<file path="src/rtl/oam_dma_controller.sv">
// OAM DMA engine: a CPU write to the DMA register halts the CPU, then copies
// one 256-byte page of CPU memory into the PPU through the OAMDATA port.
// Reads fall on even CPU cycles and writes on odd ones. One
// alignment cycle is inserted when the halt cycle lands on an even cycle.
module oam_dma_controller #(
  parameter logic [15:0] DMA_REG_ADDR = 16'h4014,
  parameter int          XFER_LEN     = 256
) (
  input  logic        clk,
  input  logic        rst_n,
  input  logic        cpu_cycle_en,
  input  logic [15:0] cpu_addr,
  input  logic        cpu_rw,
  input  logic [7:0]  cpu_wdata,
  input  logic [7:0]  mem_rdata,
  output logic        cpu_halt,
  output logic        dma_active,
  output logic [15:0] mem_addr,
  output logic        mem_read_en,
  output logic        ppu_readWrite,
  output logic        ppu_oamData_EN,
  output logic [7:0]  ppu_data
);

  // The index is 8 bits wide, so the last byte of a transfer is the index wrap.
  localparam logic [7:0] LAST_IDX = 8'(XFER_LEN - 1);

  typedef enum logic [2:0] {
    S_IDLE,
    S_HALT,
    S_ALIGN,
    S_READ,
    S_WRITE
  } state_t;

  state_t      state, state_n;
  logic        parity, parity_n;
  logic [7:0]  page, page_n;
  logic [7:0]  index, index_n;
  logic [7:0]  byte_q, byte_n;

  // Next-cycle output values. They are decoded from the next state so that
  // every output is a flop and changes only at a CPU cycle boundary.
  logic        halt_n;
  logic        rd_n;
  logic        wr_n;
  logic [15:0] addr_n;
  logic [7:0]  data_n;

  // Next-state logic, evaluated as if the current CPU cycle ends now.
  always_comb begin
    state_n  = state;
    parity_n = ~parity;
    page_n   = page;
    index_n  = index;
    byte_n   = byte_q;
    case (state)
      S_IDLE: begin
        if (!cpu_rw && cpu_addr == DMA_REG_ADDR) begin
          page_n  = cpu_wdata;
          index_n = 8'h00;
          state_n = S_HALT;
        end
      end
      // An odd halt cycle means the next cycle is already even, so the read
      // can start at once; otherwise burn one cycle to realign.
      S_HALT:  state_n = parity ? S_READ : S_ALIGN;
      S_ALIGN: state_n = S_READ;
      S_READ: begin
        byte_n  = mem_rdata;
        state_n = S_WRITE;
      end
      S_WRITE: begin
        index_n = index + 8'h01;
        state_n = (index == LAST_IDX) ? S_IDLE : S_READ;
      end
      default: state_n = S_IDLE;
    endcase
  end

  // Output decode for the cycle that starts after this strobe.
  always_comb begin
    halt_n = (state_n != S_IDLE);
    rd_n   = (state_n == S_READ);
    wr_n   = (state_n == S_WRITE);
    addr_n = rd_n ? {page_n, index_n} : 16'h0000;
    data_n = wr_n ? byte_n : 8'h00;
  end

  // State register; everything advances only on the CPU cycle strobe.
  always_ff @(posedge clk or negedge rst_n) begin
    if (!rst_n) begin
      state  <= S_IDLE;
      parity <= 1'b0;
      page   <= 8'h00;
      index  <= 8'h00;
      byte_q <= 8'h00;
    end else if (cpu_cycle_en) begin
      state  <= state_n;
      parity <= parity_n;
      page   <= page_n;
      index  <= index_n;
      byte_q <= byte_n;
    end
  end

  // Registered outputs; reset returns the bus to an idle, non-halting state.
  always_ff @(posedge clk or negedge rst_n) begin
    if (!rst_n) begin
      cpu_halt       <= 1'b0;
      dma_active     <= 1'b0;
      mem_read_en    <= 1'b0;
      mem_addr       <= 16'h0000;
      ppu_readWrite  <= 1'b1;
      ppu_oamData_EN <= 1'b0;
      ppu_data       <= 8'h00;
    end else if (cpu_cycle_en) begin
      cpu_halt       <= halt_n;
      dma_active     <= halt_n;
      mem_read_en    <= rd_n;
      mem_addr       <= addr_n;
      ppu_readWrite  <= ~wr_n;
      ppu_oamData_EN <= wr_n;
      ppu_data       <= data_n;
    end
  end

endmodule

</file>
<file path="config.mk">
export PLATFORM = sky130hd
export DESIGN_NAME = oam_dma_controller
export DESIGN_NICKNAME = d
export VERILOG_FILES = /design/src/rtl/oam_dma_controller.sv
export SDC_FILE = /design/constraint.sdc
export NUM_CORES = 1
export LEC_CHECK = 0
export CAP_MARGIN = 25
export CORE_UTILIZATION = 45
export DETAILED_ROUTE_END_ITERATION = 12
export GPL_TIMING_DRIVEN = 0
export PLACE_DENSITY = 0.75
export SLEW_MARGIN = 15
export SYNTH_ARGS = -nofsm -noshare
export SYNTH_HDL_FRONTEND = slang
export SYNTH_SLANG_ARGS = --single-unit
</file>
<file path="constraint.sdc">
create_clock -name clk -period 1.8 [get_ports clk]
set_clock_uncertainty 0.05 [all_clocks]
set_input_delay 0.45 -clock clk [delete_from_list [all_inputs] [get_ports clk]]
set_output_delay 0.45 -clock clk [all_outputs]
set_load 0.05 [all_outputs]
</file>
==> impl_metrics.sql, run 1 <==
INSERT INTO impl_metrics (metric_group, metric, value, unit) VALUES
('drt', 'detail_route.wl_per_cell', '16.3', 'um'),
('clocking', 'htreeDepth', '2', ''),
('critical_path', 'reg2reg_to', 'mem_addr[12]$_DFFE_PN0P_', ''),
('floorplan', 'die_x', '75.5', 'um'),
('drt', 'first_iter_violations', '145', ''),
('drt', 'drt_pass1_iterations', '6', ''),
('layout', 'fin_util', '0.697', ''),
('timing', 'fmax', '553', 'MHz'),
('drt', 'postRouteWirelength', '6710', 'um'),
('layout', 'drive_gt1_frac', '0.235', ''),
('synth', 'ys_seq_area_frac', '0.495', ''),
('clocking', 'ctsLongestPathBuffers', '2', ''),
('floorplan', 'core_area', '5140', 'um^2'),
('synth', 'syn-instance-count', '255', ''),
('clocking', 'cts.root.buffer_cell', 'sky130_fd_sc_hd__clkbuf_8', ''),
('critical_path', 'cp-startpoint', 'state[2]$_DFFE_PN0P_', ''),
('timing', 'number_of_pins_with_negative_max_slew_slack_in_the_final_report', '0', ''),
('grt', 'gr-max-usage-layer', 'met2', ''),
('critical_path', 'crit_top_cell', 'sky130_fd_sc_hd__buf_6', ''),
('grt', 'grt_pass1_vias', '2187', ''),
('power_and_ir_drop', 'cellPowerDensity', '1370', 'nW/um^2'),
('synth', 'synthFlopType', 'sky130_fd_sc_hd__dfrtp_1', ''),
('grt', 'global_route.usage.met3', '0.0529', ''),
('hold_path', 'min_path_type', 'in -> async', ''),
('grt', 'antenna_violations_before_repair', '0', ''),
('synth', 'synth.cells.most_frequent', '47 x sky130_fd_sc_hd__dfrtp_1, 28 x sky130_fd_sc_hd__nor2_1, 21 x sky130_fd_sc_hd__nand2_1', ''),
('floorplan', 'dieArea', '5700', 'um^2'),
('layout', 'nFillCells', '420', ''),
('timing', 'fin_crit', '1.81', 'ns'),
('run_status', 'status', 'finished, violations left', ''),
('synth', 'yosys_register_bits', '48', ''),
('synth', 'synth_largest_area_cell', 'sky130_fd_sc_hd__dfrtp_1', ''),
('critical_path', 'worst-setup-path-type', 'reg -> reg', ''),
('grt', 'globalRouteOverflowTotal', '0', ''),
('clocking', 'tritoncts_num_sinks', '48', ''),
('critical_path', 'setup.worst_path.end_class', 'flip-flop', ''),
('timing', 'postLayoutSetupSlackWorst', '-0.00813', 'ns'),
('grt', 'grt_start_max_net_pins', '34', ''),
('power_and_ir_drop', 'power', '0.00493', 'W'),
('run_status', 'failed_checks', 'setup timing', ''),
('critical_path', 'r2r-start', 'state[2]$_DFFE_PN0P_', ''),
('critical_path', 'path_depth_of_the_worst_reg2reg_path', '7', ''),
('floorplan', 'floorplan.io_pins', '65', ''),
('layout', 'layout-area-overhead-vs-synth', '47.5', '%'),
('critical_path', 'worstSetupStartpointType', 'flip-flop', ''),
('grt', 'grt_pass1_wl', '9880', 'um'),
('synth', 'netlist.area_leader.share', '0.484', ''),
('critical_path', 'cp_cell_sequence', 'buf_12 -> nor3_4 -> and3_4 -> buf_6 -> buf_6 -> a211oi_2 -> nor4_1', ''),
('critical_path', 'worst_endpoint_required_time', '1.96', 'ns'),
('place', 'dp_hpwl', '4370', 'um'),
('drt', 'dr_total_vias', '2382', ''),
('timing', 'final_setup_violations', '1', ''),
('synth', 'synthesis.yosys.warnings', '0', ''),
('drt', 'vias_per_cell', '5.80', ''),
('clocking', 'holdBufCountCts', '0', ''),
('grt', 'globalRouteMet2Util', '0.388', ''),
('synth', 'synth_nets', '292', ''),
('power_and_ir_drop', 'p_leak', '1.66', 'nW'),
('place', 'io_buffer_count', '63', ''),
('timing', 'layout_worst_path_cycle_share', '1.00', ''),
('layout', 'final_nets', '377', ''),
('synth', 'synth.top_cells.by_area', 'sky130_fd_sc_hd__dfrtp_1 48%, sky130_fd_sc_hd__nor4_1 4.9%, sky130_fd_sc_hd__nor2_1 4.3%', ''),
('synth', 'synth.lib_cells_used.distinct', '51', ''),
('synth', 'synth_enable_flop_cells', '0', ''),
('timing', 'worstMarginPinSlew', '0.557', 'ns'),
('floorplan', 'y_dimension_of_the_die', '75.5', 'um'),
('clocking', 'clkLatencyLatePin', '0.30', 'ns'),
('drt', 'drt.antenna.violating_nets', '0', ''),
('critical_path', 'timing.reg2reg.setup_slack', '-0.008', 'ns'),
('critical_path', 'cp_slowest_stage_delay', '0.45', 'ns'),
('critical_path', 'highest_net_fanout_along_the_worst_path', '6', '');
cells by family (layout without fill, tap and decap cells):
family                   count (synthesis)  after routing  share of synthesized area
AND/OR/NAND/NOR                        109            109                      0.238
buffers and inverters                   29            115                     0.0499
flip-flops                              48             48                      0.495
adder cells (fa/ha/maj)                  1              1                    0.00515
multiplexers                             9              9                     0.0417
AO/OA/AOI/OAI                           55             55                      0.156
XOR/XNOR                                 4              4                     0.0144
metal layers:
metal	vias to the layer above	wire length (um)	share of wire
li1	1092	-	-
met1	1162	2840	0.42
met2	118	3320	0.49
met3	10	466	0.069
met4	0	88	0.013
met5	-	0	0
power by group:
| group | internal [W] | leakage [nW] | switching, W |
|---|---|---|---|
| Sequential | 0.00138 | 0.599 | 0.000235 |
| Combinational | 0.000902 | 1.01 | 0.00163 |
| Clock | 0.000416 | 0.0524 | 0.000361 |
critical path, delay by kind of cell, from the launching register on:
kind,cells,cell delay [ns]
compound gates,1,0.06
buf+inv,3,0.38
flops,1,0.45
simple gates,3,0.77
worst max-delay path by stage:
stage / endpoint / cells past startpoint
after floorplan: page[0]$_DFFE_PN0P_ / 4
after global routing: mem_addr[12]$_DFFE_PN0P_ / 7
after detailed placement: page[6]$_DFFE_PN0P_ / 5
after CTS: mem_addr[5]$_DFFE_PN0P_ / 5
after global placement: mem_addr[15]$_DFFE_PN0P_ / 1
final: mem_addr[12]$_DFFE_PN0P_ / 7
registers in the layout, summed over array words and instances (netlist names):
register,cells
parity,1
mem_addr,16
index,8
ppu_data,8
page,8
state,3
ppu_oamData_EN,1
dma_active,1
mem_read_en,1
ppu_readWrite,1
per-stage QoR:
stage	instance area [um^2]	std cells	hold slack, ns	TNS, ns	setup slack (ns)
finish	3580	411	0.00383	-0.00813	-0.00813
global route	3580	411	0.0295	-0.317	-0.0675
CTS	3340	399	0.0109	-0.00823	-0.00442
detailed placement	3160	389	0.343	-14.43	-0.638
global placement	3150	388	0.412	-66.88	-1.12
floorplan	2430	255	0.104	0	0.0732
cell type report:
type,instances,area (um^2),area share
Clock buffer,7,76.3,0.0213
Tap cell,70,87.6,0.0244
Timing Repair Buffer,79,753,0.210
Inverter,9,33.8,0.00942
Sequential cell,48,1200,0.336
Multi-Input combinational cell,178,1270,0.354
Clock inverter,1,30.0,0.00838
Buffer,19,131,0.0366
timing repair:
action | 4_1_cts | 5_1_grt
setup endpoints to repair | 56 | 41
gates cloned | 0 | 2
setup buffers | 3 | 10
gates resized for setup | 57 | 47
pin swaps | 9 | 9
cell usage in the layout (no fill, tap or decap), types with 5 or more instances in the layout:
cell | netlist | final
sky130_fd_sc_hd__a31oi_1 | 5 | 5
sky130_fd_sc_hd__a21o_1 | 5 | 5
sky130_fd_sc_hd__inv_1 | 9 | 9
sky130_fd_sc_hd__dlymetal6s2s_1 | 0 | 8
sky130_fd_sc_hd__clkbuf_8 | 0 | 5
sky130_fd_sc_hd__nand3_1 | 7 | 7
sky130_fd_sc_hd__a211oi_1 | 8 | 7
sky130_fd_sc_hd__dlygate4sd2_1 | 0 | 29
sky130_fd_sc_hd__clkdlybuf4s50_1 | 0 | 23
sky130_fd_sc_hd__nor4_2 | 0 | 5
sky130_fd_sc_hd__nand2_1 | 21 | 21
sky130_fd_sc_hd__nor4_1 | 19 | 13
sky130_fd_sc_hd__nor2_1 | 28 | 28
sky130_fd_sc_hd__buf_4 | 1 | 11
sky130_fd_sc_hd__o21ai_0 | 15 | 15
sky130_fd_sc_hd__dfrtp_1 | 47 | 45
sky130_fd_sc_hd__mux2_2 | 9 | 9
sky130_fd_sc_hd__clkbuf_1 | 9 | 5
sky130_fd_sc_hd__buf_6 | 0 | 8
sky130_fd_sc_hd__buf_2 | 7 | 6
(Power assumes the default switching activity.)
==> run 2, diff against run 1 <==
--- a/config.mk
+++ b/config.mk
@@ -9,6 +9,7 @@
 export CORE_UTILIZATION = 45
 export DETAILED_ROUTE_END_ITERATION = 12
 export GPL_TIMING_DRIVEN = 0
+export HOLD_SLACK_MARGIN = 0.15
 export PLACE_DENSITY = 0.75
 export SLEW_MARGIN = 15
 export SYNTH_ARGS = -nofsm -noshare
==> run 2 against run 1 <==
Against the previous run:
- the run still ends with setup timing left
- utilization grew 0.19 points
- sequential share of layout area is 0.094 points lower
- clock-buffer cell count unchanged
- register-to-register slack is essentially flat
- critical path depth unchanged
- non-clock buffer count is 1 higher
- setup slack improved by 0.0018 ns
- critical endpoint unchanged
- global-route usage about the same
- wire length is essentially flat
- combinational power barely moved
- hold slack better by 0.43 ns
- largest cell class unchanged
==> impl_metrics.sql, run 2 (synthesis gave the netlist of run 1 again) <==
INSERT INTO impl_metrics (metric_group, metric, value, unit) VALUES
('place', 'dp_hpwl', '4370', 'um'),
('drt', 'drt_pass1_iterations', '4', ''),
('drt', 'detail_route.wl_per_cell', '16.3', 'um'),
('layout', 'antenna-diode-count', '0', ''),
('hold_path', 'hold_path_end', 'parity$_DFFE_PN0P_', ''),
('drt', 'first_iter_violations', '155', ''),
('clocking', 'clkLatencyLatePin', '0.30', 'ns'),
('timing', 'grt_setup_unrepaired', 'yes', ''),
('grt', 'grt_pass1_wl', '9890', 'um'),
('layout', 'final_nets', '378', ''),
('grt', 'overall_track_demand_over_capacity_in_global_routing', '0.231', ''),
('grt', 'antenna_violations_before_repair', '0', ''),
('place', 'gp_routability_congestion', '0.917', ''),
('critical_path', 'reg2reg_to', 'mem_addr[12]$_DFFE_PN0P_', ''),
('drt', 'dr_total_vias', '2346', ''),
('drt', 'wl_met3', '442', 'um'),
('power_and_ir_drop', 'cellPowerDensity', '1370', 'nW/um^2'),
('clocking', 'cts.root.buffer_cell', 'sky130_fd_sc_hd__clkbuf_8', ''),
('clocking', 'tritoncts_num_sinks', '48', ''),
('drt', 'dr_wl_met2', '3290', 'um'),
('clocking', 'worst_setup_hold_path_clk_slew', '0.09', 'ns'),
('run', 'timing.max_cap.violations', '0', ''),
('timing', 'hold_viol', '0', ''),
('floorplan', 'floorplan.io_pins', '65', ''),
('grt', 'grt_pass1_vias', '2183', ''),
('layout', 'largest_register_ff_count', '16', ''),
('drt', 'postRouteWirelength', '6710', 'um'),
('critical_path', 'r2r-start', 'state[2]$_DFFE_PN0P_', ''),
('timing', 'number_of_pins_with_negative_max_slew_slack_in_the_final_report', '0', ''),
('critical_path', 'setup.worst_path.end_class', 'flip-flop', ''),
('power_and_ir_drop', 'p_leak', '1.67', 'nW'),
('layout', 'layout_commonest_cell', 'sky130_fd_sc_hd__dfrtp_1', ''),
('floorplan', 'fp-row-count', '26', ''),
('floorplan', 'y_dimension_of_the_die', '75.5', 'um'),
('layout', 'drive_gt1_frac', '0.234', ''),
('timing', 'postLayoutSetupSlackWorst', '-0.00634', 'ns'),
('power_and_ir_drop', 'ir_drop', '0.543', 'mV'),
('drt', 'vias_per_cell', '5.69', ''),
('critical_path', 'highest_net_fanout_along_the_worst_path', '6', ''),
('run_status', 'status', 'finished, violations left', ''),
('drt', 'route.layer.met1.wl', '2860', 'um'),
('critical_path', 'worst_endpoint_required_time', '1.96', 'ns'),
('critical_path', 'path_depth_of_the_worst_reg2reg_path', '7', ''),
('hold_path', 'hp-start', 'parity$_DFFE_PN0P_', ''),
('hold_path', 'hold-path-cell-count', '1', ''),
('timing', 'final.hold.worst_slack', '0.430', 'ns'),
('clocking', 'numCtsBuffers', '5', ''),
('floorplan', 'die_x', '75.5', 'um'),
('critical_path', 'worst-endpoint-arrival', '1.96', 'ns'),
('floorplan', 'dieArea', '5700', 'um^2'),
('hold_path', 'min_path_type', 'reg -> reg', ''),
('critical_path', 'worstSetupStartpointType', 'flip-flop', ''),
('layout', 'fin_util', '0.699', ''),
('floorplan', 'core_area', '5140', 'um^2'),
('run_status', 'failed_checks', 'setup timing', ''),
('timing', 'layout_worst_path_cycle_share', '1.00', ''),
('layout', 'mostFrequentLayoutCells', '45 x sky130_fd_sc_hd__dfrtp_1, 29 x sky130_fd_sc_hd__dlygate4sd2_1, 28 x sky130_fd_sc_hd__nor2_1', ''),
('critical_path', 'worst-setup-path-type', 'reg -> reg', ''),
('drt', 'routed.top_layer', 'met4', ''),
('layout', 'final_cell_area', '3590', 'um^2'),
('timing', 'slew_headroom', '0.631', ''),
('clocking', 'ctsLongestPathBuffers', '2', ''),
('place', 'placed_cell_area', '3160', 'um^2'),
('timing', 'fmax', '554', 'MHz'),
('grt', 'globalRouteOverflowTotal', '0', ''),
('timing', 'final_setup_violations', '1', ''),
('grt', 'grt_start_max_net_pins', '34', ''),
('timing', 'fin_crit', '1.81', 'ns'),
('drt', 'drt.antenna.violating_nets', '0', ''),
('floorplan', 'effective_utilization_at_floorplan', '0.473', ''),
('drt', 'route.detailed.drc', '0', ''),
('place', 'dp_slack', '-0.638', 'ns'),
('layout', 'registers.top_by_ff_count', 'mem_addr', ''),
('place', 'io_buffer_count', '63', ''),
('clocking', 'tritoncts', 'yes', ''),
('clocking', 'htreeDepth', '2', ''),
('layout', 'layout-area-overhead-vs-synth', '47.9', '%'),
('critical_path', 'timing.reg2reg.setup_slack', '-0.006', 'ns'),
('timing', 'worstMarginPinSlew', '0.553', 'ns');
-- run 2: stage by stage --
step,setup TNS [ns],std cells,power [W]
finish,-0.00634,412,0.00494
global route,-0.317,412,0.00519
CTS,-0.00823,400,0.00465
detailed placement,-14.43,389,0.00397
global placement,-66.88,388,0.00393
floorplan,0,255,0.00320
-- run 2: layout make-up --
| type | count | area [um^2] |
|---|---|---|
| Tap cell | 70 | 87.6 |
| Clock buffer | 7 | 76.3 |
| Fill cell | 420 | 1550 |
| Multi-Input combinational cell | 178 | 1270 |
| Clock inverter | 1 | 30.0 |
| Buffer | 19 | 131 |
| Timing Repair Buffer | 80 | 763 |
| Sequential cell | 48 | 1200 |
| Inverter | 9 | 33.8 |
-- run 2: per-layer routing --
layer  track usage  vias up
met1         0.299     1137
met2         0.389      102
met3        0.0529       12
met5             0        -
met4        0.0658        0
li1              -     1095
-- run 2: power breakdown --
group          total (W)  internal [W]  leakage, nW  switching (W)
registers        0.00162       0.00138        0.599       0.000236
logic            0.00254      0.000904         1.01        0.00164
clock network   0.000779      0.000416       0.0524       0.000363
total            0.00494       0.00270         1.67        0.00224
-- run 2: worst max-delay path, cell delays in order (launching register included) --
cell,delay (ns)
sky130_fd_sc_hd__dfrtp_2,0.45
sky130_fd_sc_hd__buf_12,0.14
sky130_fd_sc_hd__nor3_4,0.24
sky130_fd_sc_hd__and3_4,0.24
sky130_fd_sc_hd__buf_6,0.12
sky130_fd_sc_hd__buf_6,0.12
sky130_fd_sc_hd__a211oi_2,0.06
sky130_fd_sc_hd__nor4_1,0.28
-- run 2: how the worst max path moves through the flow --
stage | startpoint | to
after global routing | state[2]$_DFFE_PN0P_ | mem_addr[12]$_DFFE_PN0P_
final | state[2]$_DFFE_PN0P_ | mem_addr[12]$_DFFE_PN0P_
after detailed placement | cpu_addr[4] | page[6]$_DFFE_PN0P_
after global placement | rst_n | mem_addr[15]$_DFFE_PN0P_
after floorplan | cpu_addr[5] | page[0]$_DFFE_PN0P_
after CTS | state[0]$_DFFE_PN0P_ | mem_addr[5]$_DFFE_PN0P_
-- run 2: repair_timing --
item | 4_1_cts | 5_1_grt
gates cloned | 0 | 2
endpoints found under the setup margin | 56 | 41
buffers inserted | 3 | 10
hold buffers | 1 | 0
endpoints found under the hold margin | 15 | 0
pin swaps | 9 | 9
resized for setup | 57 | 47
